### src/rtl/mult_shift_add_ctrl.sv
// Sequencer for the shift-add multiplier datapath: accepts an operand pair,
// walks Load/Check/Add/Shift per bit, then holds the product until consumed.
module mult_shift_add_ctrl #(
  parameter int BITS       = 8,
  parameter bit CHECK_ZERO = 1'b0
) (
  input  logic                clk,
  input  logic                rst,
  input  logic                start_valid,
  output logic                start_ready,
  input  logic [BITS-1:0]     op_b,
  input  logic [BITS-1:0]     op_q,
  input  logic                Q0,
  input  logic                Zero,
  input  logic [2*BITS:0]     Producto,
  output logic                Load_Regs,
  output logic                Add_Regs,
  output logic                Shift_Regs,
  output logic                Decr_P,
  output logic [BITS-1:0]     DP_B,
  output logic [BITS-1:0]     DP_Q,
  output logic                res_valid,
  input  logic                res_ready,
  output logic [2*BITS-1:0]   res_product,
  output logic                busy,
  output logic                err
);

  localparam int CW = $clog2(BITS + 1);

  typedef enum logic [2:0] {IDLE, LOAD, CHECK, ADD, SHIFT, DONE} state_t;

  state_t              state_q;
  logic [CW-1:0]       cnt_q;
  logic [BITS-1:0]     dp_b_q;
  logic [BITS-1:0]     dp_q_q;
  logic [2*BITS-1:0]   product_q;
  logic                start_ready_q;
  logic                load_q;
  logic                add_q;
  logic                shift_q;
  logic                res_valid_q;
  logic                busy_q;
  logic                err_q;

  logic cnt_zero;
  logic zero_mis;

  // Termination follows the internal count; the datapath's P may be narrower.
  assign cnt_zero = (cnt_q == '0);
  assign zero_mis = CHECK_ZERO && (Zero != cnt_zero);

  always_ff @(posedge clk) begin
    if (rst) begin
      state_q       <= IDLE;
      cnt_q         <= '0;
      dp_b_q        <= '0;
      dp_q_q        <= '0;
      product_q     <= '0;
      start_ready_q <= 1'b1;
      load_q        <= 1'b0;
      add_q         <= 1'b0;
      shift_q       <= 1'b0;
      res_valid_q   <= 1'b0;
      busy_q        <= 1'b0;
      err_q         <= 1'b0;
    end else begin
      case (state_q)
        IDLE: begin
          if (start_valid) begin
            state_q       <= LOAD;
            dp_b_q        <= op_b;
            dp_q_q        <= op_q;
            cnt_q         <= CW'(BITS);
            err_q         <= 1'b0;
            start_ready_q <= 1'b0;
            busy_q        <= 1'b1;
            load_q        <= 1'b1;
          end
        end
        LOAD: begin
          state_q <= CHECK;
          load_q  <= 1'b0;
        end
        CHECK: begin
          if (cnt_zero) begin
            state_q     <= DONE;
            product_q   <= Producto[2*BITS-1:0];
            err_q       <= err_q | zero_mis | Producto[2*BITS];
            res_valid_q <= 1'b1;
          end else begin
            err_q <= err_q | zero_mis;
            if (Q0) begin
              state_q <= ADD;
              add_q   <= 1'b1;
            end else begin
              state_q <= SHIFT;
              shift_q <= 1'b1;
            end
          end
        end
        ADD: begin
          state_q <= SHIFT;
          add_q   <= 1'b0;
          shift_q <= 1'b1;
        end
        SHIFT: begin
          state_q <= CHECK;
          shift_q <= 1'b0;
          cnt_q   <= cnt_q - CW'(1);
        end
        DONE: begin
          if (res_ready) begin
            state_q       <= IDLE;
            res_valid_q   <= 1'b0;
            busy_q        <= 1'b0;
            start_ready_q <= 1'b1;
          end
        end
        default: begin
          state_q       <= IDLE;
          load_q        <= 1'b0;
          add_q         <= 1'b0;
          shift_q       <= 1'b0;
          res_valid_q   <= 1'b0;
          busy_q        <= 1'b0;
          start_ready_q <= 1'b1;
        end
      endcase
    end
  end

  assign start_ready = start_ready_q;
  assign Load_Regs   = load_q;
  assign Add_Regs    = add_q;
  assign Shift_Regs  = shift_q;
  assign Decr_P      = shift_q;
  assign DP_B        = dp_b_q;
  assign DP_Q        = dp_q_q;
  assign res_valid   = res_valid_q;
  assign res_product = product_q;
  assign busy        = busy_q;
  assign err         = err_q;

endmodule

### config.mk
export PLATFORM = sky130hd
export DESIGN_NAME = mult_shift_add_ctrl
export DESIGN_NICKNAME = d
export VERILOG_FILES = /design/src/rtl/mult_shift_add_ctrl.sv
export SDC_FILE = /design/constraint.sdc
export NUM_CORES = 1
export LEC_CHECK = 0
export ABC_AREA = 1
export CAP_MARGIN = 20
export CORE_AREA = 4 4 92 94
export DETAILED_ROUTE_END_ITERATION = 7
export DIE_AREA = 0 0 96 98
export PLACE_DENSITY = 0.52
export SYNTH_ARGS = -nofsm -noshare
export SYNTH_HDL_FRONTEND = slang
export SYNTH_SLANG_ARGS = --single-unit
### constraint.sdc
create_clock -name clk -period 1.9 [get_ports clk]
set_input_delay 0.38 -clock clk [delete_from_list [all_inputs] [get_ports clk]]
set_output_delay 0.38 -clock clk [all_outputs]
set_load 0.005 [all_outputs]
# Word level (Yosys, flattened, before mapping)
# Index checks and enable logic that the tools add are counted.
# classes
n_reduce_logical	20
mux	24
eq_ne	11
bitwise	6
addsub	1
# ops
operator	n
$reduce_or 4->1	4
$pmux 3 s5	1
$reduce_and 3->1	5
$mux 3	4
$ne 2x2->1 const B	6
$pmux 1 s3	4
$mux 1	10
$reduce_and 2->1	5
$pmux 4 s2	1
$eq 3x2->1 const B	2
$eq 3x3->1 const B	2
$pmux 1 s2	3
$not 1->1	5
$logic_not 4->1	1
$mux 4	1
$reduce_bool 2->1	2
$sub 4x1->4 const B	1
$eq 3x1->1 const B	1
$logic_not 3->1	1
$reduce_or 3->1	1
$reduce_or 2->1	1
$or 1x1->1	1
# totals
out_inout_bits	40
regBits	46
wordCells	74
inputBits	39

# Depth between registers and ports, before layout
# depth
word_depth	4
ltp_mapped	9
depth_no_buf	9

# Least setup slack after synthesis
# No wires, ideal clock.
# synth_path
path_type	reg-to-reg
from	reg cnt_q[0]
to	reg product_q[10], in the netlist res_product[10]
path_slack_ns	0.618
path_stages_with_launch	9
t_arrival_ns	1.169
path_cell_list	dfxtp_1 -> inv_1 -> ha_1 -> nand2_1 -> nor2_1 -> nand2_4 -> buf_2 -> o21ai_1 -> nor2_1
# synth_between
elab_chain_len	2
# synth_lines
item	line_no	source
start: declaration	34	logic [CW-1:0] cnt_q;
start signal: assignment	74	cnt_q <= CW'(BITS);
start signal: assignment	110	cnt_q <= cnt_q - CW'(1);
$logic_not 4->1	50	assign cnt_zero = (cnt_q == '0);
$reduce_and 2->1 (no line)	n/a	
end signal: assignment	88	product_q <= Producto[2*BITS-1:0];
end: declaration	37	logic [2*BITS-1:0] product_q;
# Every way passes these cells.
# A chain may end at the register's enable or synchronous reset.

# Worst setup path after layout
# layout_path
from	reg shift_q, in the netlist Decr_P
to	out Shift_Regs
# layout_rtl
item	line_no	source
start: declaration	41	logic shift_q;
start signal: assignment	63	shift_q <= 1'b0;
start signal: assignment	98	shift_q <= 1'b1;
start signal: assignment	105	shift_q <= 1'b1;
end: declaration	18	output logic Shift_Regs,
# No word-level cell between the ends.

==> metrics.txt <==
FF-to-FF path depth=9; Clock Sinks=46; Core Region=7647 µm²; startpoint types=register; clk_lat worst skew=about 0.30 ns; Critical Path Max Stage Delay=approximately 0.51 ns; Synth cell types=27; setup bufs post-CTS=0; Final Cycle Share=roughly four fifths; clock skew=roughly 0.0062 ns; Synth top cells by count=51 x nand2_1, 46 x dfxtp_1, 45 x nor2_1, 25 x a21oi_1, 11 x inv_1; Die W=around 96 µm; total number of vias=about 1800; initial DRC count=between 70 and 80; min Tclk post-route=1.545 ns; total power=between 0.003 and 0.004 W; P_int=between 0.002 and 0.0025 W; unrepaired setup endpoints after global routing=no; number of instances resized during post-cts repair=0; reg2reg end=Decr_P; Worst Path Arrival=roughly 1.2 ns; Slew HR=approximately 79%; Net Sw Frac=a little under a third; ordered list of cells on the worst path=clkdlybuf4s50_1; Slew Viols, Final=0; cells after synthesis=244; CTS tree=done; R2R Setup Slk=0.40 ns; post-DP HPWL=3.538 mm; grt ovf=0; hold depth=2; power per cell area=1096 nW/µm²; hold slack=about 0.45 ns; endpoints failing setup=0; row cnt=32; Worst EP required=~1.5 ns; Root Buffer=clkbuf_8; worst hold start=err; clock share of power=between 20 and 25%; pre-CTS WS=0.2629 ns; clk slew on worst S/H paths=around 0.080 ns; CP Launch Point=Decr_P; Flop pwr share=approximately two fifths; total net switching power=~0.001 W; GRT Total Usage=between 10% and 20%; Post-DP Area=approximately 2700 µm²; Hold Buf Count CTS=0; max cap viols=0; CP Class=register to output pin; Post-Route WL=roughly 4.9 mm; largest net degree at the start of global routing=25; antenna-violating nets left=0; Hold Fails Final Rpt=0; Bufs and invs on worst path=1; FF+latch count, synth=46; share of post-route cells with drive strength above 1=between 8 and 9%; Residual DRC=0; post-synth top area share=around half; die footprint=roughly 9400 µm²; num ports=between 70 and 80; sequential area share after synthesis=approximately half; Comb pwr share=approximately 36%; buffers added on ports=a little under 80; reg2reg start=cnt_q[0]; initial core utilization=between 20% and 30%; Worst IR Drop VDD=roughly 0.37 mV; top cells by area, synth=dfxtp_1 50%, nand2_1 10%, nor2_1 9.1%; Final WS setup=about 0.36 ns; slowest stage cell, crit path=clkdlybuf4s50_1; DR pass1 iterations=5; Leak Pwr=approximately 1.1 nW; Die Ht=98 µm; synthesized area per cell=approximately 7.6 µm²; Post-synth EDFFs=0; HP Class=register to register; area grow syn2layout=53.96%; GPL Wtd Cong=approximately 0.76; Ys Warns=0; CP top delay family=buffers and inverters; critical path fanouts, max=3; global-route wire length before repair=8.148 mm; Primary FF master, synth=dfxtp_1; Antenna Diode Count=0; most instantiated library cell after synthesis=nand2_1; Routed WL per cell=between 10 and 15 µm; CP endpoint kind=output pin; Max clock buf depth=2; Post-Syn Nets=about 290; Post-Syn Area=between 1500 and 2000 µm²; Fillers=802; H-tree Lvls=2; post-route cell area=between 2000 and 3000 µm²; Tightest Pin Transition=0.3187 ns; vias in the first global route=1773; initial antenna violation count=0; TritonCTS Buffers=5; Total Negative Setup Slacks=0 ns; Via density=a little over 4; asr flop ratio synth=0%; highest clock rate=647.4 MHz; final layout net count=about 370; Hold Path End=err; Synth area leader=dfxtp_1; status=completed
==> metrics by stage <==
| step | util (%) | instances |
|---|---|---|
| floorplan | - | 244 |
| global placement | 35.83 | 418 |
| detailed placement | 35.83 | 418 |
| CTS | 37.25 | 426 |
| global route | 37.25 | 426 |
| finish | 37.25 | 426 |
==> cell usage in the layout, fill, tap and decap left out <==
master           instances
dfxtp_1                 46
clkdlybuf4s50_1         77
o21ai_0                 10
nor2_4                   2
or2_0                    1
nor2_2                   1
nand3_2                  1
nand2_1                 51
inv_1                   11
nand2_4                  1
bufinv_16                1
o21ai_1                 10
clkinv_2                 2
a211oi_1                 1
ha_1                     3
buf_4                    5
nand2_2                  3
nand3_1                  9
a21oi_1                 25
clkbuf_8                 5
a21oi_2                  1
nand4_1                  3
inv_2                    4
nor3_1                   2
a31oi_1                  1
buf_12                   1
inv_4                    2
nor2_1                  45
==> worst max path at each step <==
stage,cells past startpoint,endpoint
4_1_cts,1,Add_Regs
3_5_place_dp,7,start_ready
2_1_floorplan,8,res_product[10]
6_report,1,Shift_Regs
3_3_place_gp,7,start_ready
5_1_grt,9,Decr_P
==> flip-flops by register name, indices dropped and copies added (netlist names) <==
register     cells
busy             1
cnt_q            4
state_q          3
DP_B             8
start_ready      1
Decr_P           1
Add_Regs         1
res_product     16
res_valid        1
Load_Regs        1
DP_Q             8
err              1
==> area by class of cell <==
class	instances	area, µm²	area share (%)
multi-input cells	170	794.5	27.89
flip-flops and latches	46	920.9	32.32
inverters	17	68.82	2.415
well taps	102	127.6	4.480
repair buffers	83	828.3	29.07
clock buffers	5	68.82	2.415
clock inverters	3	40.04	1.405
==> power groups by stage <==
stage	Sequential, W	Combinational, W	Clock, W
after CTS	0.00128	0.00115	0.000759
after floorplan	0.00130	0.000598	0
final	0.00127	0.00113	0.000716
after global routing	0.00131	0.00129	0.000791
after global placement	0.00130	0.00114	0
after detailed placement	0.00130	0.00115	0
==> kinds of logic after synthesis <==
kind of cell	count (synthesis)	synth area share, %
adders and majority gates	3	2.029
AOI/OAI and AO/OA	48	13.39
DFF	46	49.76
buffers and inverters	28	7.301
and+or+nand+nor	119	27.52
==> per-layer routing <==
| layer | share of wire, % | global-route usage [%] | up-vias | wire [µm] |
|---|---|---|---|---|
| met5 | 0 | 0 | - | 0 |
| met4 | 0.87 | 2.954 | 0 | 42 |
| met3 | 7.9 | 3.390 | 6 | 382 |
| met2 | 46 | 17.90 | 60 | 2214 |
| met1 | 46 | 12.94 | 760 | 2212 |
| li1 | - | - | 937 | - |
Note: power is estimated with default switching activity, not from simulation.
